### config.mk
export PLATFORM = sky130hd
export DESIGN_NAME = gpio_fifo_port
export DESIGN_NICKNAME = d
export VERILOG_FILES = /design/src/rtl/gpio_pkg.sv /design/src/rtl/gpio_sync_fifo.sv /design/src/rtl/gpio_fifo_port.sv
export SDC_FILE = /design/constraint.sdc
export NUM_CORES = 1
export LEC_CHECK = 0
export ABC_AREA = 1
export CORE_MARGIN = 3
export CORE_UTILIZATION = 45
export DETAILED_ROUTE_END_ITERATION = 7
export PLACE_DENSITY = 0.65
export SLEW_MARGIN = 25
export SYNTH_ARGS = -nofsm -noshare
export SYNTH_HDL_FRONTEND = slang
export SYNTH_HIERARCHICAL = 1
export SYNTH_SLANG_ARGS = --single-unit
### constraint.sdc
create_clock -name clk -period 4.3 [get_ports clk]
set_clock_uncertainty 0.1 [all_clocks]
set_input_delay 1.29 -clock clk [delete_from_list [all_inputs] [get_ports clk]]
set_output_delay 1.29 -clock clk [all_outputs]
set_load 0.1 [all_outputs]
### src/rtl/gpio_pkg.sv
// Shared types and default constants for the GPIO command-FIFO port.
package gpio_pkg;

    // Default build-time configuration
    localparam int GPIO_WIDTH_DEF  = 8;
    localparam int GPIO_DEPTH_DEF  = 16;
    localparam int GPIO_HOLD_W_DEF = 8;

    // Pop sequencer states: IDLE waits for work, HOLD keeps an entry on the pins
    typedef enum logic {
        IDLE = 1'b0,
        HOLD = 1'b1
    } pop_state_t;

    // Width of an occupancy counter that must be able to represent "depth" itself
    function automatic int count_width(input int depth);
        return $clog2(depth) + 1;
    endfunction

endpackage

### src/rtl/gpio_sync_fifo.sv
// Single-clock FIFO with registered pointers and a combinational head view.
// Push while full and pop while empty are ignored, so callers may hold the
// request lines without pre-qualifying them.
module gpio_sync_fifo
    import gpio_pkg::*;
#(
    parameter int WIDTH = 2 * GPIO_WIDTH_DEF,
    parameter int DEPTH = GPIO_DEPTH_DEF
) (
    input  logic                     clk,
    input  logic                     rst,
    input  logic                     push,
    input  logic [WIDTH-1:0]         push_data,
    input  logic                     pop,
    output logic [WIDTH-1:0]         pop_data,
    output logic [$clog2(DEPTH):0]   count,
    output logic                     empty,
    output logic                     full
);

    localparam int AW = $clog2(DEPTH);
    localparam int CW = count_width(DEPTH);

    logic [WIDTH-1:0] mem [DEPTH];
    logic [AW-1:0]    wr_ptr;
    logic [AW-1:0]    rd_ptr;
    logic [CW-1:0]    count_q;
    logic             do_push;
    logic             do_pop;

    assign do_push = push && !full;
    assign do_pop  = pop && !empty;

    // Storage array write port
    // NOTE: the storage array has no reset; occupancy is tracked by the
    // pointers and count, so stale contents are never observable and the
    // array can map onto plain RAM without a reset network.
    always_ff @(posedge clk) begin
        if (do_push) begin
            mem[wr_ptr] <= push_data;
        end
    end

    // Pointer and occupancy bookkeeping; pointers wrap naturally at DEPTH
    // NOTE: every register in an always_ff uses <= so all flops sample the
    // pre-edge values; a blocking = here would create order-dependent races.
    always_ff @(posedge clk) begin
        if (rst) begin
            wr_ptr  <= '0;
            rd_ptr  <= '0;
            count_q <= '0;
        end else begin
            if (do_push) begin
                wr_ptr <= wr_ptr + 1'b1;
            end
            if (do_pop) begin
                rd_ptr <= rd_ptr + 1'b1;
            end
            case ({do_push, do_pop})
                2'b10:   count_q <= count_q + 1'b1;
                2'b01:   count_q <= count_q - 1'b1;
                default: count_q <= count_q;
            endcase
        end
    end

    assign pop_data = mem[rd_ptr];
    assign count    = count_q;
    assign empty    = (count_q == '0);
    assign full     = (count_q == CW'(DEPTH));

endmodule

### src/rtl/gpio_fifo_port.sv
// GPIO port driven from a command FIFO. Each queued entry carries a pin
// direction mask and output levels; the pop sequencer applies one entry at a
// time and holds it on the pins for hold+1 cycles. Input pins are brought in
// through a two-flop synchronizer and merged with driven pins in pin_status.
//
// Optional feature: define GPIO_EDGE_IRQ_EN to build per-pin rising-edge
// interrupts on input pins. Without it irq_status and irq are tied to zero.
module gpio_fifo_port
    import gpio_pkg::*;
#(
    parameter int WIDTH  = GPIO_WIDTH_DEF,
    parameter int DEPTH  = GPIO_DEPTH_DEF,
    parameter int HOLD_W = GPIO_HOLD_W_DEF
) (
    input  logic                     clk,
    input  logic                     rst,
    // command push side
    input  logic                     wr_valid,
    output logic                     wr_ready,
    input  logic [WIDTH-1:0]         wr_data,
    input  logic [WIDTH-1:0]         wr_dir,
    input  logic [HOLD_W-1:0]        hold,
    // pins
    input  logic [WIDTH-1:0]         gpio_in,
    output logic [WIDTH-1:0]         gpio_out,
    output logic [WIDTH-1:0]         gpio_oe,
    output logic [WIDTH-1:0]         pin_status,
    // status
    output logic [$clog2(DEPTH):0]   count,
    output logic                     empty,
    output logic                     full,
    output logic                     busy,
    // edge interrupts
    input  logic [WIDTH-1:0]         edge_mask,
    input  logic [WIDTH-1:0]         irq_clr,
    output logic [WIDTH-1:0]         irq_status,
    output logic                     irq
);

    localparam int EW = 2 * WIDTH;

    pop_state_t        state;
    pop_state_t        state_nxt;
    logic [EW-1:0]     head;
    logic              fifo_pop;
    logic [HOLD_W-1:0] hold_cnt;
    logic              hold_done;
    logic [WIDTH-1:0]  sync_1;
    logic [WIDTH-1:0]  sync_in;

    // Command storage: each entry is {direction mask, output levels}
    gpio_sync_fifo #(
        .WIDTH (EW),
        .DEPTH (DEPTH)
    ) u_fifo (
        .clk       (clk),
        .rst       (rst),
        .push      (wr_valid),
        .push_data ({wr_dir, wr_data}),
        .pop       (fifo_pop),
        .pop_data  (head),
        .count     (count),
        .empty     (empty),
        .full      (full)
    );

    assign wr_ready  = !full;
    assign hold_done = (hold_cnt == '0);

    // Pop sequencer state register
    always_ff @(posedge clk) begin
        if (rst) begin
            state <= IDLE;
        end else begin
            state <= state_nxt;
        end
    end

    // Pop sequencer next-state logic
    // NOTE: state_nxt is given a default before the case so every path
    // assigns it; a missing branch would otherwise infer a latch.
    always_comb begin
        state_nxt = state;
        case (state)
            IDLE: begin
                if (!empty) begin
                    state_nxt = HOLD;
                end
            end
            HOLD: begin
                if (hold_done && empty) begin
                    state_nxt = IDLE;
                end
            end
            default: state_nxt = IDLE;
        endcase
    end

    // Pop sequencer outputs: pop request and busy flag
    always_comb begin
        fifo_pop = 1'b0;
        busy     = 1'b0;
        case (state)
            IDLE: begin
                fifo_pop = !empty;
            end
            HOLD: begin
                busy     = 1'b1;
                fifo_pop = hold_done && !empty;
            end
            default: begin
                fifo_pop = 1'b0;
                busy     = 1'b0;
            end
        endcase
    end

    // Pin registers load on pop and persist in IDLE; hold is sampled only at pop
    always_ff @(posedge clk) begin
        if (rst) begin
            gpio_out <= '0;
            gpio_oe  <= '0;
            hold_cnt <= '0;
        end else if (fifo_pop) begin
            {gpio_oe, gpio_out} <= head;
            hold_cnt            <= hold;
        end else if (state == HOLD && !hold_done) begin
            hold_cnt <= hold_cnt - 1'b1;
        end
    end

    // Two-flop synchronizer for the asynchronous pin inputs
    always_ff @(posedge clk) begin
        if (rst) begin
            sync_1  <= '0;
            sync_in <= '0;
        end else begin
            sync_1  <= gpio_in;
            sync_in <= sync_1;
        end
    end

    // Driven pins report their own level, input pins report the synchronized level
    assign pin_status = (gpio_oe & gpio_out) | (~gpio_oe & sync_in);

`ifdef GPIO_EDGE_IRQ_EN
    logic [WIDTH-1:0] sync_prev;
    logic [WIDTH-1:0] rise;

    // A qualifying edge is a 0->1 transition on an enabled input-direction pin
    assign rise = sync_in & ~sync_prev & ~gpio_oe & edge_mask;

    // Sticky interrupt flags; a new edge wins over a same-cycle clear
    always_ff @(posedge clk) begin
        if (rst) begin
            sync_prev  <= '0;
            irq_status <= '0;
        end else begin
            sync_prev  <= sync_in;
            irq_status <= (irq_status & ~irq_clr) | rise;
        end
    end

    assign irq = |irq_status;
`else
    logic unused_irq_inputs;

    assign unused_irq_inputs = ^{edge_mask, irq_clr};
    assign irq_status        = '0;
    assign irq               = 1'b0;
`endif

endmodule

After elaboration in Yosys (flattened, before gate mapping)
Memories as Yosys holds them, arrays and structs flattened. A register that Yosys moved wholly into a read port is not among the register bits.
Index checks and enable logic that the tools add are counted.
Word-level totals
  flip-flop bits (word level): 38
  bits in writable memories: 256
  output and inout bits: 42
  logic and storage cells: 43
  memories: 1
Cells by class
  add/sub/neg operators: 5
  equality and inequality tests: 3
  multiplexer cells: 10
  bitwise gates (word level): 5
  reductions and logical operators: 12
Memory list
  u_fifo.mem: depth 16, width 16, rd ports 1, clocked after Yosys merged registers in 1, wr ports 1, RTL line gpio_sync_fifo.sv:24  | logic [WIDTH-1:0] mem [DEPTH];
Operators with widths (number)
  8-bit bitwise AND: 2
  8-bit two-way mux: 2
  5-bit one-hot mux with 2 select lines: 1
  4-bit by 1-bit adder with 4-bit output (second input constant): 2
  8-bit zero test: 1
  8-bit NOT: 1
  8-bit OR: 1
  8-bit by 1-bit subtractor with 8-bit output (second input constant): 1
  5-bit by 1-bit adder with 5-bit output (second input constant): 1
  5-bit == test (second input constant): 1
  1-bit logical AND: 5
  5-bit zero test: 1
  1-bit two-way mux: 5
  5-bit by 1-bit subtractor with 5-bit output (second input constant): 1
  1-bit one-hot mux with 2 select lines: 2
  2-bit nonzero test: 2
  1-bit zero test: 3
  2-bit by 1-bit == test with 1-bit output (second input constant): 1
  2-bit == test (second input constant): 1
  1-bit NOT: 1

Depth between registers and ports, before layout
Gate-level depths: netlist of the first run.
  word-level depth: 7
  gate-level depth with buffers: 20
  mapped depth without buffers: 19

Hierarchy
Netlist of the first run, hierarchy kept.
Modules (own cells, without submodules)
  gpio_sync_fifo: instances 1, cells an instance 812, area an instance 11242.0 sq um, seq. area each 8027.7 sq um
  gpio_fifo_port: instances 1, cells an instance 230, area an instance 1770.4 sq um, seq. area each 820.8 sq um

Least setup slack after synthesis of the first run
Ideal clock, no wire load.
  path type: register -> output
  start point: register u_fifo.count_q[4], in the netlist u_fifo/count[4]
  end point: output port wr_ready
  data arrival time: 2.497 ns
  data required time: 2.910 ns
  slack: 0.413 ns
  stages on the path, launching flop included: 4
  path through: dfxtp_1 -> nand3_2 -> inv_1 -> inv_1
Between the ends
  word-level cells in the longest chain between the ends: 2
RTL lines
  start: declaration: RTL line gpio_sync_fifo.sv:27  | logic [CW-1:0] count_q;
  start signal: assignment: RTL line gpio_sync_fifo.sv:60  | 2'b10: count_q <= count_q + 1'b1;
  start signal: assignment: RTL line gpio_sync_fifo.sv:61  | 2'b01: count_q <= count_q - 1'b1;
  start signal: assignment: RTL line gpio_sync_fifo.sv:62  | default: count_q <= count_q;
  5-bit == test: RTL line gpio_sync_fifo.sv:70  | assign full = (count_q == CW'(DEPTH));
  net full: RTL line gpio_fifo_port.sv:31  | output logic full,
  1-bit zero test: RTL line gpio_fifo_port.sv:67  | assign wr_ready = !full;
  end: declaration: RTL line gpio_fifo_port.sv:19  | output logic wr_ready,
The timed path passes the listed nets, and every way through them passes these cells.

Final worst setup path of the first run
  start point: register gpio_out[3], read port of u_fifo.mem
  end point: output port pin_status[3]
Between the ends
  word-level cells in the longest chain between the ends: 2
RTL lines
  start: declaration: RTL line gpio_fifo_port.sv:25  | output logic [WIDTH-1:0] gpio_out,
  8-bit bitwise AND: RTL line gpio_fifo_port.sv:144  | assign pin_status = (gpio_oe & gpio_out) | (~gpio_oe & sync_in);
  8-bit OR: RTL line gpio_fifo_port.sv:144
  end: declaration: RTL line gpio_fifo_port.sv:27  | output logic [WIDTH-1:0] pin_status,
No other way between the ends.

==> results of run 1 <==
cells in the final DEF, fill, tap and decap left out, types with 40 or more instances in the layout:
cell | Yosys | final
nand3_1 | 40 | 40
a21oi_1 | 68 | 68
o21ai_0 | 90 | 90
nor2_1 | 84 | 68
nand2_1 | 64 | 64
edfxtp_1 | 256 | 256
o211ai_1 | 64 | 64
mux2i_1 | 64 | 64
inv_1 | 114 | 114
clkdlybuf4s50_1 | 0 | 58
dfxtp_1 | 58 | 55
through the flow:
step / util / hold slack (ns) / cells / area (um2) / setup WS [ns]
floorplan: - / 0.288 / 1050 / 13000 / 0.413
detailed placement: 0.498 / 0.292 / 1458 / 14000 / 0.858
CTS: 0.534 / 0.301 / 1515 / 15000 / 0.627
global placement: 0.498 / 0.290 / 1458 / 14000 / 0.863
finish: 0.534 / 0.300 / 1516 / 15000 / 0.643
global route: 0.534 / 0.321 / 1515 / 15000 / 0.591
worst max-delay path by stage:
stage                          from            endpoint
finish                  gpio_out[3]       pin_status[3]
global route            gpio_out[3]       pin_status[3]
CTS                     gpio_out[3]       pin_status[3]
detailed placement         wr_valid  u_fifo/mem[11][15]
global placement           wr_valid  u_fifo/mem[11][15]
floorplan           u_fifo/count[4]            wr_ready
final cells by class:
| cell class | instances | area, um2 |
|---|---|---|
| antenna | 1 | 2.50 |
| clock inverter | 8 | 118 |
| timing repair buffer | 92 | 861 |
| fill | 2324 | 13100 |
| sequential | 314 | 8850 |
| multi-input combinational | 555 | 3380 |
| inverter | 119 | 459 |
| clock buffer | 49 | 903 |
| tap | 378 | 473 |
logic make-up (layout without fill, tap and decap cells):
kind of cell,after synthesis,count (layout),synth area share
xor+xnor,9,9,0.00606
simple gates,218,218,0.0764
other cells,1,10,0.000288
compound gates,238,238,0.106
mux,72,72,0.0562
buf+inv,181,268,0.0660
fa+ha+maj,9,9,0.00865
flops,314,314,0.680
worst max-delay path: cells and delay by family, from the launching register on:
kind                   cells  cell delay [ns]
buffers and inverters      1             1.13
flip-flops                 1             0.40
multiplexers               1             0.18
per-layer routing:
layer  up-vias  track usage
li1       3836            -
met1      3898        0.235
met2       170        0.299
met4         0       0.0548
met5         -            0
met3        48       0.0271
flip-flops by register name, summed over array words and instances, names as in the netlist, named ones only:
| name | count |
|---|---|
| gpio_oe | 8 |
| gpio_out | 8 |
| hold_cnt | 8 |
| state | 1 |
| sync_1 | 8 |
| sync_in | 8 |
| u_fifo/count | 5 |
| u_fifo/mem | 256 |
| u_fifo/rd_ptr | 4 |
| u_fifo/wr_ptr | 4 |
power groups by stage:
stage / clock [W] / sequential, W / combinational, W
after floorplan: 0 / 0.00418 / 0.00191
after global placement: 0 / 0.00370 / 0.00295
after detailed placement: 0 / 0.00370 / 0.00299
after CTS: 0.00272 / 0.00364 / 0.00300
after global routing: 0.00283 / 0.00366 / 0.00326
final: 0.00267 / 0.00364 / 0.00298
==> impl_metrics.json, run 1 <==
{
  "wl_per_cell_um": 18.2,
  "area_growth_syn_to_layout_pct": 15.6,
  "cts-hold-fix-buffers": 0,
  "synth_flop_cell": "edfxtp_1",
  "cts_tree": "yes",
  "route.detailed.drc": 0,
  "synth_top_area_frac": 0.591,
  "start_util": 0.462,
  "syn_inst": 1042,
  "min_period_ns": 3.66,
  "r2r-end": "u_fifo/count[4]",
  "post-cts-setup-buffer-count": 0,
  "dr.pass1.iters": 5,
  "via_per_inst": 5.25,
  "seq_area_frac_synth": 0.680,
  "cts_buffer_depth": 3,
  "setup_viol": 0,
  "core_mm2": 0.0282,
  "maxSlewViolCount": 0,
  "r2r_cells": 18,
  "p_per_area_mw_per_mm2": 617,
  "place_congestion": 0.778,
  "p_sw_w": 0.00333,
  "cts_buffers": 31,
  "root_buffer": "clkbuf_16",
  "wirelength_mm": 27.6,
  "highest_layer": "met4",
  "synth_area_leaders": "edfxtp_1 (59%), dfxtp_1 (8.9%), mux2i_1 (4.9%), o211ai_1 (3.7%), o21ai_0 (3.5%)",
  "wl_met1_mm": 12.2,
  "drive_gt1_frac": 0.113,
  "p_int_w": 0.00596,
  "netlist_area_mm2": 0.0130,
  "hold_start": "sync_1[6]",
  "end_kind": "output pin",
  "grtUsageTotal": 0.176,
  "synth.most_common_cell": "edfxtp_1",
  "vias": 7952,
  "synth_cell_type_count": 39,
  "grt_pass1_wl_mm": 42.4,
  "p_leak_nw": 5.42,
  "p_total_w": 0.00929,
  "drt_iter0_drc": 619,
  "worst_slew_pin_slew_ns": 1.00,
  "netlist_top_cells_count": "edfxtp_1 (256), inv_1 (114), o21ai_0 (90)",
  "whs_path_depth": 2,
  "switching_share": 0.359,
  "rsz0062_at_grt": "false",
  "io_pins": 93,
  "grt_max_degree": 108,
  "slew-limit-headroom": 0.331,
  "htreeDepth": 1,
  "clkPwrFrac": 0.287,
  "final_nets": 1173,
  "ys_warn_count": 6,
  "drv_cap": 0,
  "row_count": 61,
  "final_antenna_net_count": 0,
  "cts.clk_slew.worst_paths_ns": 0.06,
  "setup_tns_ns": 0,
  "dieHeight_um": 176,
  "die_area_mm2": 0.0310,
  "cp.required_ns": 2.91,
  "cts-resized-gates": 0,
  "seq_power_share": 0.392,
  "cp_slowest_stage_delay_ns": 1.13,
  "syn_avg_cell_area_um2": 12.5,
  "io_buffers": 67,
  "grt.overflow.total": 0,
  "status": "finished clean",
  "worstHoldEndpoint": "sync_in[6]",
  "synth_edf_count": 256,
  "cp-start-kind": "flop",
  "die_x_um": 176,
  "synth_top_cell_by_area": "edfxtp_1",
  "fin_crit_sh": 0.850,
  "crit_chain": "mux2_2, clkdlybuf4s50_1",
  "path_max_fanout": 3,
  "slowest_stage": "clkdlybuf4s50_1",
  "wl_met3_mm": 1.19,
  "critPathArrivalTime_ns": 2.27,
  "dp_hpwl_mm": 16.2,
  "antenna_found_initial": 1,
  "cts_sinks": 314,
  "p_comb_frac": 0.321,
  "wl_met2_mm": 13.5,
  "critPathKind": "flop to output pin",
  "holdCritPathClass": "flop to flop",
  "grt_pass1_vias": 7670,
  "r2r_slack_ns": 1.09,
  "ys_ff_latch": 314,
  "ir_drop_mv": 0.413,
  "hold_viol": 0,
  "r2r-start": "hold_cnt[0]",
  "clock.fmax_mhz": 273,
  "synth_async_sr_flop_share": 0,
  "clk_latency_ns": 0.55
}
(Power assumes the default switching activity.)
==> inputs of run 2 (changes only) <==
--- a/config.mk
+++ b/config.mk
@@ -6,7 +6,7 @@
 export NUM_CORES = 1
 export LEC_CHECK = 0
 export ABC_AREA = 1
-export CORE_MARGIN = 3
+export CORE_MARGIN = 1
 export CORE_UTILIZATION = 45
 export DETAILED_ROUTE_END_ITERATION = 7
 export PLACE_DENSITY = 0.65
==> impl_metrics.json, run 2 (synthesis gave the netlist of run 1 again) <==
{
  "whs_ns": 0.296,
  "cp-start-kind": "flop",
  "grt_max_degree": 82,
  "dp_hpwl_mm": 16.2,
  "layout_common_cells": "edfxtp_1 (256), inv_1 (114), o21ai_0 (90)",
  "antenna_found_initial": 1,
  "core_mm2": 0.0281,
  "layout_commonest_cell": "edfxtp_1",
  "grt_use_met3": 0.0236,
  "cts_buffer_depth": 3,
  "dr.pass1.iters": 4,
  "r2r_slack_ns": 1.17,
  "setup_tns_ns": 0,
  "place_congestion": 0.763,
  "grt_use_met2": 0.328,
  "cts_sinks": 314,
  "cts.clk_slew.worst_paths_ns": 0.06,
  "root_buffer": "clkbuf_16",
  "cts-hold-fix-buffers": 0,
  "status": "finished clean",
  "cts_tree": "yes",
  "whs_path_depth": 2,
  "p_per_area_mw_per_mm2": 610,
  "largest_register_ffs": 256,
  "grt-busiest-layer": "met2",
  "drv_cap": 0,
  "drive_gt1_frac": 0.107,
  "io_buffers": 67,
  "via_per_inst": 5.24,
  "final_antenna_net_count": 0,
  "hold_viol": 0,
  "grt_pass1_vias": 7569,
  "drt_iter0_drc": 554,
  "dieHeight_um": 172,
  "worst_slew_pin_slew_ns": 1.04,
  "die_x_um": 172,
  "path_max_fanout": 3,
  "grt.overflow.total": 0,
  "area_growth_syn_to_layout_pct": 15.0,
  "num_antenna_cells": 0,
  "clock.fmax_mhz": 275,
  "grtUsageTotal": 0.190,
  "slew-limit-headroom": 0.306,
  "htreeDepth": 1,
  "die_area_mm2": 0.0296,
  "route.detailed.drc": 0,
  "maxSlewViolCount": 0,
  "io_pins": 93,
  "grt_pass1_wl_mm": 42.6,
  "vias": 7928,
  "r2r_cells": 18,
  "cts-resized-gates": 0,
  "wirelength_mm": 27.7,
  "min_period_ns": 3.64,
  "p_leak_nw": 5.37,
  "start_util": 0.463,
  "layout.cells.non_filler": 1514,
  "setup_viol": 0,
  "cp.required_ns": 2.91,
  "holdCritPathClass": "flop to flop",
  "grt_use_met1": 0.256,
  "rsz0062_at_grt": "false",
  "post-cts-setup-buffer-count": 0,
  "critPathArrivalTime_ns": 2.25,
  "placed_cells": 1458,
  "cts_buffers": 31,
  "row_count": 61,
  "ir_drop_mv": 0.268,
  "critPathKind": "flop to output pin",
  "fin_crit_sh": 0.846,
  "wl_per_cell_um": 18.3,
  "largest-register": "u_fifo/mem",
  "clk_latency_ns": 0.55,
  "final_nets": 1173,
  "end_kind": "output pin"
}
==> run 2: path summary, 6_finish.rpt <==
check                         end   startpoint
hold reg to reg        sync_in[4]    sync_1[4]
setup reg to reg  u_fifo/count[4]  hold_cnt[0]
hold / removal         sync_in[4]    sync_1[4]
setup / recovery    pin_status[5]   gpio_oe[5]
==> run 2: layout make-up <==
class,instances,area (um2)
fill,2446,13100
sequential,314,8850
multi-input combinational,555,3380
timing repair buffer,92,873
clock buffer,42,827
tap,378,473
inverter,119,457
clock inverter,14,97.6
==> run 2: critical path, stage by stage, from the launching register on <==
cell and delay, ns:
dfxtp_1 0.34, mux2_2 0.22, clkdlybuf4s50_1 1.14
==> run 2: layer usage <==
| layer | part of all wire | vias to the layer above |
|---|---|---|
| met5 | 0.00040 | - |
| met4 | 0.012 | 2 |
| met3 | 0.048 | 26 |
| met2 | 0.50 | 161 |
| met1 | 0.44 | 3911 |
| li1 | - | 3828 |
==> run 2: metrics by stage <==
step | utilization | area, um2 | total power, W | setup WS [ns]
global route | 0.533 | 15000 | 0.00958 | 0.601
floorplan | - | 13000 | 0.00609 | 0.413
global placement | 0.500 | 14000 | 0.00668 | 1.03
detailed placement | 0.500 | 14000 | 0.00673 | 1.03
finish | 0.533 | 15000 | 0.00912 | 0.661
CTS | 0.533 | 15000 | 0.00920 | 0.633
==> run 2: report_power, final <==
part           switching (W)  leakage [nW]  internal (W)
Sequential          0.000250          2.79       0.00349
Combinational        0.00204          2.12      0.000867
Clock                0.00108         0.456       0.00140
==> inputs of run 3 (changes only) <==
--- a/config.mk
+++ b/config.mk
@@ -9,7 +9,7 @@
 export CORE_MARGIN = 1
 export CORE_UTILIZATION = 45
 export DETAILED_ROUTE_END_ITERATION = 7
-export PLACE_DENSITY = 0.65
+export PLACE_DENSITY = 0.67
 export SLEW_MARGIN = 25
 export SYNTH_ARGS = -nofsm -noshare
 export SYNTH_HDL_FRONTEND = slang
==> constraint.sdc (replaced) <==
create_clock -name clk -period 3 [get_ports clk]
set_clock_uncertainty 0.1 [all_clocks]
set_input_delay 0.9 -clock clk [delete_from_list [all_inputs] [get_ports clk]]
set_output_delay 0.9 -clock clk [all_outputs]
set_load 0.1 [all_outputs]
==> impl_metrics.json, run 3 (synthesis gave the netlist of run 1 again) <==
{
  "status": "finished clean",
  "cp.required_ns": 3.29,
  "layout_commonest_cell": "edfxtp_1",
  "setup_viol": 0,
  "grtUsageTotal": 0.195,
  "drv_cap": 0,
  "cts-resized-gates": 0,
  "vias": 8183,
  "area_growth_syn_to_layout_pct": 18.2,
  "route.detailed.drc": 0,
  "htreeDepth": 2,
  "fin_crit_sh": 0.896,
  "cts_sinks": 314,
  "grt.overflow.total": 0,
  "grt_pass1_vias": 7719,
  "post-cts-setup-buffer-count": 0,
  "cpLargestDelayFamily": "simple AND/OR/NAND/NOR gates",
  "clock.fmax_mhz": 372,
  "cts_tree": "yes",
  "dieHeight_um": 172,
  "final_antenna_net_count": 0,
  "slew-limit-headroom": 0.508,
  "holdCritPathClass": "flop to flop",
  "rsz0062_at_grt": "false",
  "p_per_area_mw_per_mm2": 889,
  "core_mm2": 0.0281,
  "fill_cells": 2345,
  "io_pins": 93,
  "hold_viol": 0,
  "largest-register": "u_fifo/mem",
  "wl_per_cell_um": 18.4,
  "cts.clk_slew.worst_paths_ns": 0.06,
  "critPathArrivalTime_ns": 2.98,
  "num_antenna_cells": 0,
  "whs_ns": 0.294,
  "die_x_um": 172,
  "end_kind": "flop",
  "wirelength_mm": 28.4,
  "crit_buf_inv": 4,
  "cts_buffer_depth": 3,
  "io_buffers": 67,
  "path_max_fanout": 21,
  "ir_drop_mv": 0.356,
  "start_util": 0.463,
  "slowest_stage": "dfxtp_1",
  "grt_max_degree": 55,
  "dp_hpwl_mm": 17.9,
  "largest_register_ffs": 256,
  "final_nets": 1197,
  "drive_gt1_frac": 0.161,
  "fin_ws_ns": 0.313,
  "place_congestion": 0.825,
  "die_area_mm2": 0.0296,
  "layout_common_cells": "edfxtp_1 (256), inv_1 (109), o21ai_0 (90)",
  "min_period_ns": 2.69,
  "cp-start-kind": "flop",
  "drt_iter0_drc": 684,
  "row_count": 61,
  "via_per_inst": 5.31,
  "root_buffer": "clkbuf_16",
  "maxSlewViolCount": 0,
  "antenna_found_initial": 2,
  "grt_pass1_wl_mm": 43.4,
  "crit_chain": "inv_1, ha_1, nand2_2, o21ai_4, nand2_4, inv_6, nand2_4, inv_6, ha_4, xor2_1, nand4_1, nand3_1, nor2_1, o21ai_1, inv_1",
  "clk_latency_ns": 0.51,
  "cp_slowest_stage_delay_ns": 0.32,
  "worst_slew_pin_slew_ns": 0.738,
  "cts_buffers": 34,
  "dr.pass1.iters": 5,
  "critPathKind": "flop to flop",
  "place_ws_ns": 0.253,
  "cts-hold-fix-buffers": 0,
  "p_leak_nw": 5.61
}
-- run 3: cell count changes in the layout (fill, tap and decap cells not counted), moves of 4 or more --
cell             before  now
clkbuf_16            31   35
clkdlybuf4s50_1      63   34
buf_4                27   66
clkinv_1              3    7
inv_1               114  109
dfxtp_1              55   51
clkinv_2              8    4
clkbuf_1             10    6
dfxtp_4               1    6
buf_12                2   13
-- run 3: power by group --
group          internal, W  switching (W)  leakage (nW)  total, W
logic              0.00132        0.00303          2.29   0.00435
clock network      0.00234        0.00164         0.518   0.00398
registers          0.00501       0.000335          2.80   0.00534
total              0.00867        0.00501          5.61    0.0137
-- run 3: final cells by class --
cell class	instances	area [um2]	share of cell area
clock buffer	42	912	0.0593
clock inverter	19	154	0.0100
inverter	119	470	0.0306
multi-input combinational	555	3410	0.221
sequential	314	8870	0.577
tap	378	473	0.0307
timing repair buffer	113	1100	0.0712
-- run 3: final timing paths --
check               endpoint  slack [ns]   startpoint  cells after the start
min               sync_in[1]        0.29    sync_1[1]                      2
max reg2reg  u_fifo/count[3]        0.31  hold_cnt[0]                     15
max          u_fifo/count[3]        0.31  hold_cnt[0]                     15
min reg2reg       sync_in[1]        0.29    sync_1[1]                      2
-- run 3: per-stage QoR --
| step | area [um2] | setup TNS, ns | cells | total power (W) | utilization |
|---|---|---|---|---|---|
| finish | 15400 | 0 | 1540 | 0.0137 | 0.548 |
| global route | 15400 | 0 | 1540 | 0.0144 | 0.548 |
| CTS | 15400 | 0 | 1540 | 0.0138 | 0.548 |
| detailed placement | 14300 | 0 | 1479 | 0.00980 | 0.510 |
| global placement | 14300 | 0 | 1479 | 0.00972 | 0.510 |
| floorplan | 13100 | -0.00940 | 1050 | 0.00882 | - |
-- run 3: worst register-to-register path, stage by stage (launching register included) --
cell and delay (ns):
dfxtp_1 0.32, inv_1 0.11, ha_1 0.31, nand2_2 0.11, o21ai_4 0.18, nand2_4 0.18, inv_6 0.11, nand2_4 0.08
inv_6 0.10, ha_4 0.16, xor2_1 0.31, nand4_1 0.17, nand3_1 0.12, nor2_1 0.05, o21ai_1 0.12, inv_1 0.04
-- run 3: layer usage --
metal,global-route usage,part of all wire,routed length [um]
met5,0,0.00085,24
met2,0.328,0.50,14200
met1,0.255,0.42,12000
met3,0.0389,0.056,1600
met4,0.0612,0.022,622
==> RTL edit, RTL diff (settings of run 3) <==
`GPIO_DEPTH_DEF`: 16 -> 32.
--- a/src/rtl/gpio_pkg.sv
+++ b/src/rtl/gpio_pkg.sv
@@ -3,7 +3,7 @@
 
     // Default build-time configuration
     localparam int GPIO_WIDTH_DEF  = 8;
-    localparam int GPIO_DEPTH_DEF  = 16;
+    localparam int GPIO_DEPTH_DEF  = 32;
     localparam int GPIO_HOLD_W_DEF = 8;
 
     // Pop sequencer states: IDLE waits for work, HOLD keeps an entry on the pins
Ports: changed (resized count); port bits go from 93 to 94. The function was not compared with the original's and may differ.
==> RTL edit against run 3 <==
Power increased by 71%; cell count increased by 90%; worst hold slack improved by 0.0081 ns; cell area increased by 77%; maximum frequency decreased by 5.8%; area after synthesis increased by 82%; sequential power increased by 73%; critical path depth decreased by 9; worst setup slack got worse by 0.16 ns; wire length increased by 110%; sequential cell count increased by 260; non-clock buffer count increased by 48; critical path type is now flop to primary output; largest power group unchanged.
==> RTL edit: results (changes against run 3) <==
CP max FO = 5 (-76%)
max incr delay on CP = 0.37 ns (+0.05 ns)
layout cells sized above 1 = 11.2% (-4.9 points)
H-tree depth = 2 (unchanged)
total track usage = 21.9% (+2.4 points)
met3 Use GR = 3.83% (-0.065 points)
largest net degree at the start of global routing = 129 (+130%)
most common cell in the synthesized netlist = nand2_1
Synth area leaders = edfxtp_1 65%, nand2_1 11%, nand3_1 7.5%
GRT met2 Usage = 34.2% (+1.4 points)
Crit-path slowest cell = dfxtp_4
GR Layer Usage met1 = 30.0% (+4.5 points)
Yosys warning count = 6 (unchanged)
diode count = 0 (unchanged)
via count = 15800 (+93%)
Lkg Pwr = 10.0 nW (+79%)
Post-synth EDFFs = 512 (+100%)
max reg flops = 512 (+100%)
GP Congestion = 0.894 (+8.4%)
proportion of synthesized chip area in sequential cells = 70.2% (+2.2 points)
clock root cell = clkbuf_16
initial antenna violation count = 0 (-2)
PortBufs = 68 (+1.5%)
Largest Register = u_fifo/mem
outcome = finished clean
Async SR Flop Fraction = 0% (unchanged)
Final #Nets = 2265 (+89%)
Worst slew margin = 53.2% (+2.5 points)
WL final = 58.4 mm (+110%)
# resized after CTS = 0 (unchanged)
hpwl dp = 34.5 mm (+92%)
worst hold path class = flop to flop
clk slew on worst S/H paths = 0.06 ns (about the same)
top post-synthesis cells by count = 680 x nand2_1, 512 x edfxtp_1, 353 x nand3_1
first drt pass iteration count = 5 (unchanged)
vias in the first global route = 15200 (+97%)
first-pass GRT wire length = 88.7 mm (+100%)
worst skew pair latency = 0.62 ns (+0.11 ns)
Top delay family on crit path = simple AND/OR/NAND/NOR gates
Routed Antenna Nets = 0 (unchanged)
dominant synthesized flop cell = edfxtp_1
total CTS buffers = 56 (+65%)
DRT iter0 DRCs = 1789 (+160%)
Peak VDD IR = 0.610 mV (+71%)
synth unique cells = 35 (-10%)
Switching Share = 35.4% (-1.2 points)
CP arrival = 1.85 ns (-1.13 ns)
Clock Path Buffers = 3 (unchanged)
==> RTL edit: changes by cell type after synthesis, sizes merged, moves of 79 or more <==
cell           run 3  this run
edfxtp           256       512
nand2             70       683
nand3             43       353
o21ai            101        22
==> RTL edit: area by class of cell <==
class	count	area (sq um)
fillers	4301	24400
well taps	680	851
multi-input cells	1351	6070
clock inverters	35	378
clock buffers	69	1470
repair buffers	161	1580
inverters	61	263
flip-flops and latches	574	16600
==> RTL edit: path summary, 6_finish.rpt <==
path	from	to	slack, ns	cells past startpoint
min reg2reg	sync_1[3]$_SDFF_PP0_	sync_in[3]$_SDFF_PP0_	0.30	2
max reg2reg	u_fifo/count[0]$_SDFFE_PP0P_	u_fifo/count[3]$_SDFFE_PP0P_	0.22	21
max	u_fifo/count[0]$_SDFFE_PP0P_	empty	0.15	6
min	sync_1[3]$_SDFF_PP0_	sync_in[3]$_SDFF_PP0_	0.30	2
==> RTL edit: worst register-to-register path: cells and delay by family (launching register included) <==
| kind | cells | cell delay (ns) |
|---|---|---|
| buffers and inverters | 8 | 0.84 |
| adders and majority gates | 1 | 0.17 |
| DFF | 1 | 0.39 |
| and+or+nand+nor | 12 | 1.16 |
==> RTL edit: per-layer routing <==
layer,vias to the layer above,share of wire [%],routed length [um]
li1,7457,-,-
met1,7677,42,24500
met2,554,46,27000
met3,134,7.4,4330
met4,0,4.5,2600
met5,-,0,0
==> RTL edit: stage by stage <==
step           total power, mW  cell area, sq um  utilization [%]  setup slack [ns]  cells
6_report                  23.4             27300             52.8             0.149   2931
5_1_grt                   24.4             27300             52.8           0.00884   2931
4_1_cts                   23.5             27200             52.8            0.0909   2929
3_5_place_dp              16.4             25400             49.2            0.0245   2825
3_3_place_gp              16.3             25400             49.2            0.0510   2825
2_1_floorplan             14.5             23800                -            -0.324   2115
==> RTL edit: cells by family after synthesis <==
logic type | Yosys count | synth area share [%]
AO/OA/AOI/OAI | 155 | 3.52
AND/OR/NAND/NOR | 1157 | 20.3
other | 1 | 0.0158
flip-flops | 574 | 70.2
buffers and inverters | 190 | 4.63
multiplexers | 8 | 0.380
XOR/XNOR | 13 | 0.481
adder cells (fa/ha/maj) | 9 | 0.475
==> RTL edit: repair_timing <==
action / in CTS / in global routing
endpoints found under the setup margin: 0 / 1
setup buffers: 0 / 2
hold buffers: 0 / 0
==> RTL edit: power by group through the flow <==
stage	combinational [mW]	sequential [mW]	clock, mW
6_report	7.07	9.23	7.11
5_1_grt	7.66	9.26	7.53
4_1_cts	7.04	9.23	7.22
3_5_place_dp	7.00	9.40	0
3_3_place_gp	6.93	9.39	0
2_1_floorplan	4.38	10.1	0
